### src/rtl/mux_n_stream.sv
// N:1 valid/ready stream mux with one registered output stage, manual or round-robin grant.
// Define MUX_N_STREAM_LOCK_EN to add in_last/out_last and hold the round-robin grant for whole packets.
module mux_n_stream #(
  parameter int  NUM_CH = 4,
  parameter int  DATA_W = 8,
  localparam int SEL_W  = $clog2(NUM_CH)
) (
  input  logic                     clk,
  input  logic                     rst_n,
  input  logic                     mode,
  input  logic [SEL_W-1:0]         sel,
  input  logic [NUM_CH-1:0]        in_valid,
  input  logic [NUM_CH*DATA_W-1:0] in_data,
  output logic [NUM_CH-1:0]        in_ready,
`ifdef MUX_N_STREAM_LOCK_EN
  input  logic [NUM_CH-1:0]        in_last,
  output logic                     out_last,
`endif
  output logic                     out_valid,
  output logic [DATA_W-1:0]        out_data,
  output logic [SEL_W-1:0]         out_ch,
  input  logic                     out_ready
);

  logic [NUM_CH-1:0] gnt;
  logic [SEL_W-1:0]  gnt_idx;
  logic [SEL_W-1:0]  last_gnt;
  logic [SEL_W-1:0]  idx;
  logic [DATA_W-1:0] sel_data;
  logic              found;
  logic              load_en;
  logic              xfer;

`ifdef MUX_N_STREAM_LOCK_EN
  logic locked;
`endif

  assign load_en  = !out_valid || out_ready;
  assign in_ready = gnt & {NUM_CH{load_en & rst_n}};
  assign xfer     = |in_ready;
  assign sel_data = in_data[gnt_idx*DATA_W +: DATA_W];

  // Round-robin search starts one past the last granted channel.
  always_comb begin
    gnt     = '0;
    gnt_idx = '0;
    idx     = '0;
    found   = 1'b0;
    if (!mode) begin
      if (int'(sel) < NUM_CH && in_valid[sel]) begin
        gnt[sel] = 1'b1;
        gnt_idx  = sel;
      end
`ifdef MUX_N_STREAM_LOCK_EN
    end else if (locked) begin
      if (in_valid[last_gnt]) begin
        gnt[last_gnt] = 1'b1;
        gnt_idx       = last_gnt;
      end
`endif
    end else begin
      for (int k = 1; k <= NUM_CH; k++) begin
        idx = SEL_W'((int'(last_gnt) + k) % NUM_CH);
        if (!found && in_valid[idx]) begin
          found    = 1'b1;
          gnt[idx] = 1'b1;
          gnt_idx  = idx;
        end
      end
    end
  end

  always_ff @(posedge clk or negedge rst_n) begin
    if (!rst_n) begin
      out_valid <= 1'b0;
      out_data  <= '0;
      out_ch    <= '0;
    end else if (load_en) begin
      out_valid <= xfer;
      if (xfer) begin
        out_data <= sel_data;
        out_ch   <= gnt_idx;
      end
    end
  end

  always_ff @(posedge clk or negedge rst_n) begin
    if (!rst_n) begin
      last_gnt <= SEL_W'(NUM_CH - 1);
    end else if (mode && xfer) begin
      last_gnt <= gnt_idx;
    end
  end

`ifdef MUX_N_STREAM_LOCK_EN
  // While locked, last_gnt names the channel owning the open packet.
  always_ff @(posedge clk or negedge rst_n) begin
    if (!rst_n) begin
      locked <= 1'b0;
    end else if (!mode) begin
      locked <= 1'b0;
    end else if (xfer) begin
      locked <= !in_last[gnt_idx];
    end
  end

  always_ff @(posedge clk or negedge rst_n) begin
    if (!rst_n) begin
      out_last <= 1'b0;
    end else if (load_en && xfer) begin
      out_last <= in_last[gnt_idx];
    end
  end
`endif

endmodule
### config.mk
export PLATFORM = sky130hd
export DESIGN_NAME = mux_n_stream
export DESIGN_NICKNAME = d
export VERILOG_FILES = /design/src/rtl/mux_n_stream.sv
export SDC_FILE = /design/constraint.sdc
export NUM_CORES = 1
export LEC_CHECK = 0
export BUFFER_PORTS_ARGS = -buffer_cell sky130_fd_sc_hd__buf_4
export CORE_ASPECT_RATIO = 1.2
export CORE_MARGIN = 3
export CORE_UTILIZATION = 32
export CTS_CLUSTER_SIZE = 40
export DETAILED_ROUTE_END_ITERATION = 16
export PLACE_DENSITY_LB_ADDON = 0.15
export RECOVER_POWER = 100
export REMOVE_ABC_BUFFERS = 1
export SYNTH_ARGS = -nofsm -noshare
export SYNTH_HDL_FRONTEND = slang
export SYNTH_SLANG_ARGS = --single-unit
### constraint.sdc
create_clock -name clk -period 3.75 [get_ports clk]
set_input_delay 0.1875 -clock clk [delete_from_list [all_inputs] [get_ports clk]]
set_output_delay 0.1875 -clock clk [all_outputs]
set_load 0.02 [all_outputs]
==> run_results.csv <==
group,metric,value,unit
min_path,hold_class,"primary input to flop",
route,routed_wl,3.71,mm
power_and_ir_drop,swShare,44.6,%
synthesis,syn_inst,124,
cells_and_area,nNetsFinal,233,
floorplan,rows,25,
power_and_ir_drop,seq_power_share,23.7,%
power_and_ir_drop,combinationalPowerShare,66.4,%
synthesis,ys_async_sr_fraction,100,%
floorplan,ios,57,
clock_network,clk_latency,0.24,ns
floorplan,die_x,65.8,µm
route,ant_nets,0,
power_and_ir_drop,p_clk_share,9.9,%
placement,dp_slack,0.287,ns
timing,clock_skew,0.00250,ns
power_and_ir_drop,ir_worst_vdd,344,µV
critical_path,required,3.87,ns
clock_network,path_clk_slew,0.05,ns
synthesis,synth_area_leaders,"dfrtp_1 (20%), mux4_1 (15%), mux2_2 (8.2%)",
route,drt_iter0_drc,124,
floorplan,fp.dieH,77.7,µm
clock_network,cts_max_path_buffers,2,
power_and_ir_drop,p_switching,0.557,mW
timing,rsz0062_at_grt,"no",
synthesis,syn_area,1370,µm²
cells_and_area,fillCellCount,374,
clock_network,cts_sinks,13,
critical_path,crit_arrival,3.59,ns
clock_network,cts_max_level,1,
cells_and_area,final_cell_mix,"buf_4 (45), clkbuf_1 (16), dfrtp_1 (11), nand2_1 (10), mux2_2 (10)",
cells_and_area,final_common_cell,"buf_4",
power_and_ir_drop,p_leak,0.827,nW
timing,fin_crit_sh,92.5,%
synthesis,synth.distinct_cells,38,
global_route,grt_usage,14.7,%
clock_network,cts_tree,"done",
timing,setup_viol,0,
global_route,grt-ovfl-total,0,
global_route,antenna_found_initial,0,
placement,io_buffers,56,
synthesis,synth-edff-count,0,
outcome,status,"finished, final reports clean",
route,viasPerCell,5.46,
critical_path,setup.worst_path.end_class,"flop",
clock_network,post_cts_buffers,0,
critical_path,crit_type,"flop to flop",
placement,gp_congestion,0.776,
global_route,grt_pass1_wl,5.91,mm
synthesis,synth_ff_type,"dfrtp_1",
power_and_ir_drop,power_density,677,nW/µm²
synthesis,yosys.area.top_type,"dfrtp_1",
global_route,grt_max_degree,19,
placement,hpwl,2.98,mm
synthesis,yosysTopAreaCellShare,20.1,%
synthesis,ys_seq_area_share,23.9,%
power_and_ir_drop,p_int,0.692,mW
timing,relSlewSlack,49.9,%
timing,fin_crit,3.47,ns
synthesis,syn_area_per_cell,11.1,µm²
timing,whs,0.239,ns
timing,worstMarginPinSlew,0.752,ns
timing,fin_setup_tns,0,ns
route,drc,0,
clock_network,post_cts_resize_count,0,
route,wl_per_cell,15.7,µm
synthesis,ys_warn_count,0,
clock_network,numCtsBuffers,3,
job,maxCapViolations,0,
global_route,grt_pass1_vias,1304,
cells_and_area,drive_gt1_share,36.8,%
floorplan,die-area,5110,µm²
timing,worst_slack,0.282,ns
cells_and_area,antenna_cells,0,
route,vias,1289,
cells_and_area,area_delta_synth_final,34.5,%
timing,fmax,288,MHz
floorplan,initial_utilization,34.0,%
timing,maxSlewViolCount,0,
clock_network,cts-root-buf,"clkbuf_8",
route,dr.pass1.iters,4,
critical_path,cp_max_fo,18,
critical_path,cp-start-kind,"flop",
floorplan,core_area,4040,µm²
synthesis,synth_seq_cells,13,
timing,hold_viol,0,
## critical path: stages, from the launching register on
cell,delay (ns)
dfstp_2,0.76
inv_1,0.19
ha_1,0.35
mux4_2,0.40
nor3b_2,0.44
nand3b_1,0.18
a31o_1,0.38
mux4_1,0.35
mux2_1,0.30
## synth_stat cells (4+ instances only)
master,n
dfrtp_1,11
a21oi_1,4
inv_1,6
a21o_1,4
o31ai_1,4
o21ai_0,6
a21boi_0,5
mux4_1,8
ha_1,8
nand3b_1,4
mux2_2,10
nand2_1,10
## registers in the layout, indices dropped and copies added (netlist names)
register   cells
out_data       8
last_gnt       2
out_ch         2
out_valid      1
## cell type report
type	count	area (µm²)	area share (%)
timing repair buffer	61	404	21.9
multi-input combinational	97	975	52.8
clock buffer	4	45.0	2.44
inverter	7	26.3	1.42
sequential	13	328	17.8
tap	54	67.6	3.66
## cells by family after synthesis
kind of cell	synth area share, %
buffers and inverters	5.10
AND/OR/NAND/NOR	14.4
flip-flops	23.9
AO/OA/AOI/OAI	17.7
adder cells (fa/ha/maj)	7.29
multiplexers	31.6
## power groups by stage
stage | registers (mW) | logic [mW] | clock network [mW]
finish | 0.296 | 0.829 | 0.124
global route | 0.310 | 0.897 | 0.136
CTS | 0.299 | 0.892 | 0.129
detailed placement | 0.298 | 0.891 | 0
global placement | 0.294 | 0.862 | 0
floorplan | 0.359 | 0.517 | 0
## final timing paths
kind	from	end	slack, ns	cells after the start
min in group asynchronous	rst_n	out_data[4]$_DFFE_PN0P_	0.52	2
min	out_ready	out_valid$_DFFE_PN0N_	0.24	3
min reg2reg	out_data[0]$_DFFE_PN0P_	out_data[0]$_DFFE_PN0P_	0.49	1
max	last_gnt[0]$_DFFE_PN1P_	out_data[0]$_DFFE_PN0P_	0.28	8
max reg2reg	last_gnt[0]$_DFFE_PN1P_	out_data[0]$_DFFE_PN0P_	0.28	8
max in group asynchronous	rst_n	out_valid$_DFFE_PN0N_	2.75	2
## metal layers
| metal | up-vias | track usage [%] | wire length, µm |
|---|---|---|---|
| met5 | - | 0 | 0 |
| met4 | 0 | 4.15 | 19 |
| met3 | 6 | 3.33 | 241 |
| met2 | 65 | 26.7 | 1990 |
| met1 | 620 | 16.9 | 1460 |
| li1 | 598 | - | - |
## what timing repair did
| action | in CTS | in global routing |
|---|---|---|
| hold buffers | 1 | 0 |
| endpoints found under the setup margin | 0 | 0 |
| endpoints found under the hold margin | 11 | 0 |
## metrics by stage
step | total power, mW | instance area [µm²] | std cells | utilization, %
6_report | 1.25 | 1850 | 236 | 45.7
5_1_grt | 1.34 | 1850 | 236 | 45.7
4_1_cts | 1.32 | 1900 | 236 | 47.1
3_5_place_dp | 1.19 | 1850 | 231 | 45.8
3_3_place_gp | 1.16 | 1850 | 231 | 45.8
2_1_floorplan | 0.876 | 1330 | 117 | -
Power figures use the tool's default switching activity.
